**src/rtl/prng_lfsr_gen_if.sv**
```systemverilog
// prng_lfsr_gen_if: control and observation bundle for the LFSR generator.
//   master : drives LOAD/EN/MODE/SEED, observes PRN/WRAP/PERIOD/SEED_FIX/LOCKUP
//   slave  : the generator side (inputs and outputs reversed)
// WIDTH must match the WIDTH of the generator it is connected to.
interface prng_lfsr_gen_if #(
  parameter int WIDTH = 8
);
  logic             LOAD;
  logic             EN;
  logic             MODE;
  logic [WIDTH-1:0] SEED;
  logic [WIDTH-1:0] PRN;
  logic             WRAP;
  logic [WIDTH-1:0] PERIOD;
  logic             SEED_FIX;
  logic             LOCKUP;

  modport master (
    output LOAD, EN, MODE, SEED,
    input  PRN, WRAP, PERIOD, SEED_FIX, LOCKUP
  );

  modport slave (
    input  LOAD, EN, MODE, SEED,
    output PRN, WRAP, PERIOD, SEED_FIX, LOCKUP
  );
endinterface

```
**src/rtl/prng_lfsr_gen.sv**
```systemverilog
// prng_lfsr_gen: WIDTH-bit LFSR pseudo-random generator.
//   Fibonacci or Galois structure, picked at LOAD time. Zero seeds are
//   replaced by 1 (SEED_FIX), a zero state is recovered to 1 (LOCKUP),
//   and the length of each completed cycle back to the seed is reported
//   on PERIOD together with a one-cycle WRAP pulse.
// Ports:
//   SYS_CLK  rising-edge clock
//   SCLR     synchronous active-high clear (wins over LOAD and EN)
//   bus      prng_lfsr_gen_if.slave: LOAD, EN, MODE, SEED in;
//            PRN, WRAP, PERIOD, SEED_FIX, LOCKUP out (all registered)
module prng_lfsr_gen #(
  parameter int               WIDTH     = 8,
  parameter logic [WIDTH-1:0] TAPS      = 8'hB8,
  parameter logic [WIDTH-1:0] RESET_VAL = {{(WIDTH-1){1'b0}}, 1'b1}
) (
  input  logic               SYS_CLK,
  input  logic               SCLR,
  prng_lfsr_gen_if.slave     bus
);

  localparam logic [WIDTH-1:0] ONE  = {{(WIDTH-1){1'b0}}, 1'b1};
  localparam logic [WIDTH-1:0] ZERO = '0;

  // Elaboration-time parameter checks.
  generate
    if (WIDTH < 4 || WIDTH > 32) begin : g_bad_width
      $error("prng_lfsr_gen: WIDTH must be 4..32");
    end
    if (!TAPS[WIDTH-1]) begin : g_bad_taps
      $error("prng_lfsr_gen: TAPS[WIDTH-1] must be set");
    end
    if (RESET_VAL == ZERO) begin : g_bad_reset_val
      $error("prng_lfsr_gen: RESET_VAL must be nonzero");
    end
  endgenerate

  logic [WIDTH-1:0] prn_q;
  logic [WIDTH-1:0] seed_q;
  logic [WIDTH-1:0] step_cnt_q;
  logic [WIDTH-1:0] period_q;
  logic             mode_q;
  logic             wrap_q;
  logic             seed_fix_q;
  logic             lockup_q;

  logic             fib_fb;
  logic [WIDTH-1:0] fib_next;
  logic [WIDTH-1:0] gal_next;
  logic [WIDTH-1:0] nxt;

  always_comb begin
    fib_fb   = ^(prn_q & TAPS);
    fib_next = {prn_q[WIDTH-2:0], fib_fb};
    // Galois: the bit shifted out of the MSB is folded back into every
    // tapped position below it, plus the constant term into bit 0.
    gal_next = {prn_q[WIDTH-2:0], 1'b0} ^
               (prn_q[WIDTH-1] ? {TAPS[WIDTH-2:0], 1'b1} : ZERO);
    nxt      = mode_q ? gal_next : fib_next;
  end

  always_ff @(posedge SYS_CLK) begin
    if (SCLR) begin
      prn_q      <= RESET_VAL;
      seed_q     <= RESET_VAL;
      mode_q     <= 1'b0;
      step_cnt_q <= '0;
      period_q   <= '0;
      wrap_q     <= 1'b0;
      seed_fix_q <= 1'b0;
      lockup_q   <= 1'b0;
    end else if (bus.LOAD) begin
      // A zero seed would freeze the register, so substitute 1 and flag it.
      if (bus.SEED == ZERO) begin
        prn_q      <= ONE;
        seed_q     <= ONE;
        seed_fix_q <= 1'b1;
      end else begin
        prn_q      <= bus.SEED;
        seed_q     <= bus.SEED;
        seed_fix_q <= 1'b0;
      end
      mode_q     <= bus.MODE;
      step_cnt_q <= '0;
      wrap_q     <= 1'b0;
    end else if (bus.EN) begin
      if (nxt == ZERO) begin
        // Only reachable from a corrupted zero state; restart the sequence.
        prn_q      <= ONE;
        lockup_q   <= 1'b1;
        step_cnt_q <= '0;
        wrap_q     <= 1'b0;
      end else begin
        prn_q <= nxt;
        if (nxt == seed_q) begin
          wrap_q     <= 1'b1;
          period_q   <= step_cnt_q + ONE;
          step_cnt_q <= '0;
        end else begin
          wrap_q     <= 1'b0;
          step_cnt_q <= step_cnt_q + ONE;
        end
      end
    end else begin
      wrap_q <= 1'b0;
    end
  end

  assign bus.PRN      = prn_q;
  assign bus.WRAP     = wrap_q;
  assign bus.PERIOD   = period_q;
  assign bus.SEED_FIX = seed_fix_q;
  assign bus.LOCKUP   = lockup_q;

endmodule
```
**src/flat_wrapper.sv**
```systemverilog
// flat-port wrapper written by rule: the top's interface ports become plain ports
module prng_lfsr_gen_flat 
#(
  parameter int               WIDTH     = 8,
  parameter logic [WIDTH-1:0] TAPS      = 8'hB8,
  parameter logic [WIDTH-1:0] RESET_VAL = {{(WIDTH-1){1'b0}}, 1'b1}
)
  (SYS_CLK, SCLR, bus_LOAD, bus_EN, bus_MODE, bus_SEED, bus_PRN, bus_WRAP, bus_PERIOD, bus_SEED_FIX, bus_LOCKUP);
  prng_lfsr_gen_if #(.WIDTH(WIDTH)) bus_i ();
  input  logic SYS_CLK;
  input  logic SCLR;
  input wire logic [$bits(bus_i.LOAD)-1:0] bus_LOAD;
  input wire logic [$bits(bus_i.EN)-1:0] bus_EN;
  input wire logic [$bits(bus_i.MODE)-1:0] bus_MODE;
  input wire logic [$bits(bus_i.SEED)-1:0] bus_SEED;
  output wire logic [$bits(bus_i.PRN)-1:0] bus_PRN;
  output wire logic [$bits(bus_i.WRAP)-1:0] bus_WRAP;
  output wire logic [$bits(bus_i.PERIOD)-1:0] bus_PERIOD;
  output wire logic [$bits(bus_i.SEED_FIX)-1:0] bus_SEED_FIX;
  output wire logic [$bits(bus_i.LOCKUP)-1:0] bus_LOCKUP;
  assign bus_i.LOAD = bus_LOAD;
  assign bus_i.EN = bus_EN;
  assign bus_i.MODE = bus_MODE;
  assign bus_i.SEED = bus_SEED;
  assign bus_PRN = bus_i.PRN;
  assign bus_WRAP = bus_i.WRAP;
  assign bus_PERIOD = bus_i.PERIOD;
  assign bus_SEED_FIX = bus_i.SEED_FIX;
  assign bus_LOCKUP = bus_i.LOCKUP;
  prng_lfsr_gen #(.WIDTH(WIDTH), .TAPS(TAPS), .RESET_VAL(RESET_VAL)) u_core (.SYS_CLK(SYS_CLK), .SCLR(SCLR), .bus(bus_i));
endmodule
```
**config.mk**
```make
export PLATFORM = sky130hd
export DESIGN_NAME = prng_lfsr_gen_flat
export DESIGN_NICKNAME = d
export VERILOG_FILES = /design/src/rtl/prng_lfsr_gen_if.sv /design/src/rtl/prng_lfsr_gen.sv /design/src/flat_wrapper.sv
export SDC_FILE = /design/constraint.sdc
export NUM_CORES = 1
export LEC_CHECK = 0
export BUFFER_PORTS_ARGS = -buffer_cell sky130_fd_sc_hd__buf_2
export CAP_MARGIN = 15
export CORE_ASPECT_RATIO = 0.7
export CORE_MARGIN = 5
export CORE_UTILIZATION = 50
export CTS_CLUSTER_DIAMETER = 100
export CTS_CLUSTER_SIZE = 10
export DETAILED_ROUTE_END_ITERATION = 12
export HOLD_SLACK_MARGIN = 0.02
export PLACE_DENSITY = 0.73
export SYNTH_ARGS = -nofsm -noshare
export SYNTH_HDL_FRONTEND = slang
export SYNTH_SLANG_ARGS = --single-unit
```
**constraint.sdc**
```tcl
create_clock -name SYS_CLK -period 2.75 [get_ports SYS_CLK]
set_input_delay 0.55 -clock SYS_CLK [delete_from_list [all_inputs] [get_ports SYS_CLK]]
set_output_delay 0.55 -clock SYS_CLK [all_outputs]
set_load 0.005 [all_outputs]
```
Word level (Yosys, flattened, before mapping). Cells that the tools add are included.

$add $sub $neg: 1. Reduce and logical (&&, ||, !) cells: 8. Eq/ne operators: 1. Bitwise logic cells: 4. Multiplexer cells: 10.

Operators by type and width (count): $mux W8 (7); $logic_not A8 Y1 (2); $add A8 B1 Y8 const B (1); $eq A8 B8 Y1 (1); $reduce_xor A8 Y1 (1); $xor A8 B8 Y8 (1); $mux W7 (1); $reduce_and A4 Y1 (1); $reduce_or A4 Y1 (1); $not A1 Y1 (3); $reduce_and A3 Y1 (1); $mux W1 (2); $reduce_bool A2 Y1 (1); $reduce_or A2 Y1 (1).

Bits in registers: 36. Word-level logic and storage cells: 32. Input bits: 13. Output and inout bits: 19.

Logic depth before layout (Yosys ltp). Gate-level depths: netlist of run 1.

Depth in word-level cells: 7. Depth in mapped cells: 7. Depth with buffers taken out: 6.

Worst setup path after synthesis of run 1. No wires, ideal clock.

Path type: register to register. Start point: reg u_core.prn_q[3], in the netlist u_core.bus.PRN[3]. End point: reg u_core.period_q[0], in the netlist u_core.bus.PERIOD[0]. Data required time: 2.629 ns. Arrival time: 2.078 ns. Library setup time: 0.121 ns. Slack: 0.551 ns. Stages on the path, launching flop included: 6. Path buffers: 0. Period minus slack after synthesis: 2.199 ns. Cell sequence: dfxtp_1 -> xnor3_1 -> nor2_2 -> xnor3_1 -> nor4_4 -> mux2_2.

Longest elaborated chain between the ends: 5. Elaborated cells between the ends (all ways): 7. Those cells by class: 1 x eq/ne; 1 x mux; 2 x bitwise; 3 x reduce/logical.

RTL lines: start: declaration (RTL line prng_lfsr_gen.sv:37) `logic [WIDTH-1:0] prn_q;`; start signal: assignment (RTL line prng_lfsr_gen.sv:78) `prn_q <= bus.SEED;`; start signal: assignment (RTL line prng_lfsr_gen.sv:93) `prn_q <= nxt;`; $reduce_xor A8 Y1 or $xor A8 B8 Y8 (tied branches) (RTL line prng_lfsr_gen.sv:52, prng_lfsr_gen.sv:56); $mux W8 (*) (RTL line prng_lfsr_gen.sv:58) `nxt = mode_q ? gal_next : fib_next;`; $logic_not A8 Y1 (RTL line prng_lfsr_gen.sv:86) `if (nxt == ZERO) begin`; $not A1 Y1 (no line); $reduce_and A4 Y1 (no line) (*); end signal: assignment (RTL line prng_lfsr_gen.sv:96) `period_q <= step_cnt_q + ONE;`; end: declaration (RTL line prng_lfsr_gen.sv:40) `logic [WIDTH-1:0] period_q;`.

Mark *: on every way between the ends. The rest lies on a longest branch, timed or not. A chain may end at the register's enable or synchronous reset.

Final worst setup path of run 1.
Start point: reg u_core.prn_q[3], in the netlist u_core.bus.PRN[3]. End point: reg u_core.period_q[2], in the netlist u_core.bus.PERIOD[2].

The elaborated chain is that of the path after synthesis.

==> impl_metrics.tcl, run 1 <==
set metrics [dict create \
    cts_tree "done" \
    nNetsFinal 244 \
    rsz0062_at_grt "false" \
    clk_latency_ns 0.29 \
    place.gp.congestion 0.766 \
    syn_nets 213 \
    finalCritPeriodShare_pct 82.0 \
    fp.dieW_um 82.5 \
    post_cts_resized 0 \
    p_per_area_nw_per_um2 521 \
    final_common_cell "dfxtp_1" \
    ys_seq_area_share_pct 39.2 \
    crit_required_ns 2.93 \
    ys_warn_count 0 \
    clockRootBuffer "clkbuf_8" \
    multi_input_area_um2 1060 \
    syn_area_um2 1840 \
    final.setup.tns_ns 0 \
    overflow 0 \
    synthAdderAreaFrac_pct 0.681 \
    num_rows 18 \
    cp-end-kind "flip-flop" \
    period_minus_slack_ns 2.26 \
    post-cts-setup-buffers 0 \
    drtPass1Iterations 4 \
    start_util_pct 52.0 \
    ys_ff_latch 36 \
    yosys.area.top_type_share_pct 39.2 \
    portBuffers 31 \
    synth_edf_count 0 \
    netlist_instances 199 \
    place_inst 273 \
    die_h_um 60.7 \
    cts_buffer_depth 2 \
    diodes 0 \
    htree_num_levels 2 \
    num_vias 1497 \
    grt_usage_pct 17.8 \
    synth_simple_gate_area_share_pct 24.4 \
    synthXorXnorAreaFrac_pct 11.3 \
    finalWirelength_um 3990 \
    finalClockSkew_ns 0.00469 \
    worstMarginPinSlew_ns 0.535 \
    slew_headroom_pct 64.3 \
    ioPinCount 32 \
    fmax_mhz 443 \
    yosys-mux-area-fraction_pct 12.6 \
    antenna_found_initial 0 \
    grt_max_degree 30 \
    worst-setup-path-type "reg2reg" \
    cts-buffers-inserted 5 \
    first_global_vias 1380 \
    yosys.cell_types.count 38 \
    synthToLayoutAreaGrowth_pct 16.6 \
    stdcell_count 280 \
    seq_area_um2 721 \
    hold_class "reg2reg" \
    hold_buffers 0 \
    setup_viol 0 \
    synth_compound_area_share_pct 8.85 \
    postSynth.asyncResetShare_pct 0 \
    p_total_uw 1120 \
    grt_pass1_wl_um 6600 \
    cts.clk_slew.worst_paths_ns 0.07 \
    layout_common_cells "36 x dfxtp_1, 34 x nor2_1, 31 x buf_2" \
    fp.coreArea_um2 3540 \
    crit_path_start_kind "flip-flop" \
    syn_area_per_cell_um2 9.24 \
    hold_viol_final 0 \
    place_hpwl_um 2860 \
    whs_ns 0.477 \
    drive_above_1_share_pct 25.7 \
    drt_iter0_drc 103 \
    status "complete, no violations" \
    ant_nets 0 \
    die-area_um2 5010 \
    p_leak_uw 0.000917 \
    slew_violations 0 \
    path_max_fanout 8 \
    ir_worst_vdd_mv 0.314 \
    detail_route.wl_per_cell_um 14.2 \
    remaining_drc_errors 0 \
    synth_top_cell_by_area "dfxtp_1" \
    synth_top_family_by_area "simple AND/OR/NAND/NOR gates" \
    synth_area_leaders "dfxtp_1 39%, mux2i_1 7.1%, nor2_1 6.9%" \
    numClockSinks 36 \
    cp_data_arrival_time_ns 2.44 \
    via_per_inst 5.35 \
    fill_cells 312 \
    ys.flop_type "dfxtp_1" \
    drv_cap 0 \
]
-- final cells by class --
cell class                 count  share of cell area (%)
multi-input combinational    149                    49.6
sequential                    36                    33.6
timing repair buffer          36                    8.99
clock buffer                   7                    4.50
tap                           50                    2.92
inverter                       2                   0.350
-- kinds of logic (layout without fill, tap and decap cells) --
group,Yosys count,in the layout
AOI/OAI and AO/OA,25,25
DFF,36,36
muxes,22,22
adders and majority gates,1,1
buffers and inverters,14,45
and+or+nand+nor,82,82
xor gates and xnor gates,19,19
-- worst max-delay path, stage by stage, from the launching register on --
cell and delay [ns]:
dfxtp_1 0.45, xnor3_1 0.45, nor2_2 0.14, xnor3_1 0.31, nor4_4 0.23, buf_4 0.22, mux2_2 0.35
-- flip-flops by register name (all words and copies together), names as in the netlist --
register             count
u_core.bus.LOCKUP        1
u_core.bus.PERIOD        8
u_core.bus.PRN           8
u_core.bus.SEED_FIX      1
u_core.bus.WRAP          1
u_core.mode_q            1
u_core.seed_q            8
u_core.step_cnt_q        8
-- final timing paths --
check,startpoint,cells after the start,endpoint,slack (ns)
worst max-delay path,u_core.bus.PRN[3],6,u_core.bus.PERIOD[2],0.49
worst min-delay path,u_core.seed_q[0],2,u_core.seed_q[0],0.48
worst max register to register,u_core.bus.PRN[3],6,u_core.bus.PERIOD[2],0.49
worst min register to register,u_core.seed_q[0],2,u_core.seed_q[0],0.48
-- Yosys cell counts, types with 4 or more instances --
library cell and n:
a211oi_1 5, a21oi_1 8, clkbuf_1 8, dfxtp_1 36, mux2_2 9, mux2i_1 13, nand2_1 7, nand3b_1 5
nor2_1 34, nor2b_1 7, nor4_1 5, o21ai_0 4, xnor2_1 8, xor2_1 8
-- report_power, final --
group	total [uW]	switching, uW	internal, uW	leakage (uW)
logic	151	80.0	70.6	0.000573
clock network	406	183	223	0.0000503
registers	561	21.7	539	0.000294
total	1120	285	833	0.000917
-- per-layer routing --
metal	GRT usage (%)	up-vias	share of wire, %
met1	26.6	696	52
met3	4.30	7	5.4
met5	0	-	0
met2	24.1	32	41
li1	-	762	-
met4	7.82	0	1.9
-- per-stage QoR --
step | util, % | area (um2) | setup slack [ns]
finish | 60.6 | 2140 | 0.494
global route | 60.6 | 2140 | 0.391
CTS | 60.6 | 2140 | 0.508
detailed placement | 57.9 | 2050 | 0.522
global placement | 57.9 | 2050 | 0.579
floorplan | - | 1840 | 0.551
Note: power is estimated with default switching activity, not from simulation.
==> inputs of run 2 (changes only) <==
==> constraint.sdc (replaced) <==
create_clock -name SYS_CLK -period 2.4 [get_ports SYS_CLK]
set_input_delay 0.48 -clock SYS_CLK [delete_from_list [all_inputs] [get_ports SYS_CLK]]
set_output_delay 0.48 -clock SYS_CLK [all_outputs]
set_load 0.005 [all_outputs]
==> impl_metrics.tcl, run 2 (synthesis gave the netlist of run 1 again) <==
set metrics [dict create \
    status "complete, no violations" \
    first_global_vias 1453 \
    fp.dieW_um 82.5 \
    finalClockSkew_ns 0.00891 \
    path_max_fanout 8 \
    clk_latency_ns 0.28 \
    cts.clk_slew.worst_paths_ns 0.07 \
    nNetsFinal 248 \
    power.internal_uw 938 \
    cts_buffer_depth 2 \
    remaining_drc_errors 0 \
    placed_area_um2 2080 \
    fp.coreArea_um2 3540 \
    setup_viol 0 \
    hold_viol_final 0 \
    post_cts_resized 0 \
    crit_path_start "u_core.bus.PRN[3]" \
    worstMarginPinSlew_ns 0.458 \
    fmax_mhz 448 \
    synthToLayoutAreaGrowth_pct 17.9 \
    cp-end-kind "flip-flop" \
    post-cts-setup-buffers 0 \
    final.setup.tns_ns 0 \
    fill_cells 331 \
    reg2reg_slack_ns 0.17 \
    place_hpwl_um 2860 \
    portBuffers 31 \
    start_util_pct 52.0 \
    rsz0062_at_grt "false" \
    swShare_pct 25.6 \
    r2r-end "u_core.bus.PERIOD[0]" \
    finalCritPeriodShare_pct 93.1 \
    hold_buffers 0 \
    worst-setup-path-type "reg2reg" \
    drt_iter0_drc 131 \
    num_rows 18 \
    num_vias 1521 \
    hold_class "in2reg" \
    cp_data_arrival_time_ns 2.40 \
    ir_worst_vdd_mv 0.416 \
    cts-buffers-inserted 5 \
    crit_required_ns 2.57 \
    finalWirelength_um 4010 \
    drive_above_1_share_pct 26.4 \
    p_switching_uw 323 \
    clockRootBuffer "clkbuf_8" \
    numClockSinks 36 \
    ant_nets 0 \
    grt_max_degree 36 \
    die_h_um 60.7 \
    slew_headroom_pct 69.2 \
    slew_violations 0 \
    share_comb_of_total_power_pct 14.4 \
    place.gp.congestion 0.782 \
    grt_pass1_wl_um 6980 \
    crit_path_start_kind "flip-flop" \
    clkPwrFrac_pct 34.9 \
    overflow 0 \
    period_minus_slack_ns 2.23 \
    final_common_cell "dfxtp_1" \
    antenna_found_initial 0 \
    diodes 0 \
    seqPwrFrac_pct 50.7 \
    via_per_inst 5.34 \
    cts_tree "done" \
    grt_usage_pct 18.6 \
    drtPass1Iterations 7 \
    die-area_um2 5010 \
    ioPinCount 32 \
    p_per_area_nw_per_um2 582 \
    drv_cap 0 \
    htree_num_levels 2 \
    worstSetupEndpoint "u_core.bus.PERIOD[0]" \
    layout_common_cells "36 x dfxtp_1, 34 x nor2_1, 31 x buf_2" \
    worst-r2r-cell-count 6 \
    timing.rr.start "u_core.bus.PRN[3]" \
    detail_route.wl_per_cell_um 14.1 \
    p_leak_uw 0.000932 \
    stdcell_area_um2 2170 \
]
[run 2: cell types whose count changed in the layout (fill, tap and decap cells not counted), sizes merged]
cell,change
buf,+4
clkbuf,+1
[run 2: through the flow]
stage,utilization (%),power (uW),setup WS (ns),hold slack (ns),std cells
global placement,58.7,831,0.230,0.453,277
finish,61.3,1260,0.167,0.445,285
global route,61.3,1320,0.0128,0.458,285
detailed placement,58.7,834,0.170,0.461,277
floorplan,-,777,0.201,0.437,199
CTS,61.3,1270,0.153,0.439,285
[run 2: layout make-up]
class	instances	area, um2	area share [%]
flip-flops and latches	36	721	33.3
inverters	2	7.51	0.346
multi-input cells	149	1060	49.1
repair buffers	40	223	10.3
well taps	50	62.6	2.89
clock buffers	8	90.1	4.16
[run 2: critical path, cell delays in order, from the launching register on]
cell     delay (ns)
dfxtp_1        0.45
xnor3_1        0.44
nor2_2         0.13
xnor3_1        0.31
nor4_4         0.23
buf_4          0.21
mux2_2         0.34
[run 2: layer usage]
| layer | vias to the layer above | global-route usage (%) | wire length (um) |
|---|---|---|---|
| met3 | 4 | 5.34 | 258 |
| met5 | - | 0 | 0 |
| met1 | 710 | 28.0 | 2110 |
| met4 | 0 | 5.92 | 29 |
| li1 | 767 | - | - |
| met2 | 40 | 25.5 | 1610 |
[run 2: how the worst min path moves through the flow]
stage	from	to	slack, ns	cells after the start
detailed placement	u_core.bus.PERIOD[1]	u_core.bus.PERIOD[1]	0.46	2
floorplan	u_core.seed_q[0]	u_core.seed_q[0]	0.44	2
global placement	u_core.seed_q[0]	u_core.seed_q[0]	0.45	2
global route	bus_SEED[1]	u_core.seed_q[1]	0.46	3
finish	bus_MODE	u_core.mode_q	0.44	3
CTS	bus_MODE	u_core.mode_q	0.44	3
[run 2: power groups by stage]
stage,clock network (uW),registers [uW],logic (uW)
final,440,640,181
after global routing,478,643,201
after CTS,445,640,182
after detailed placement,0,653,181
after global placement,0,652,179
after floorplan,0,651,126
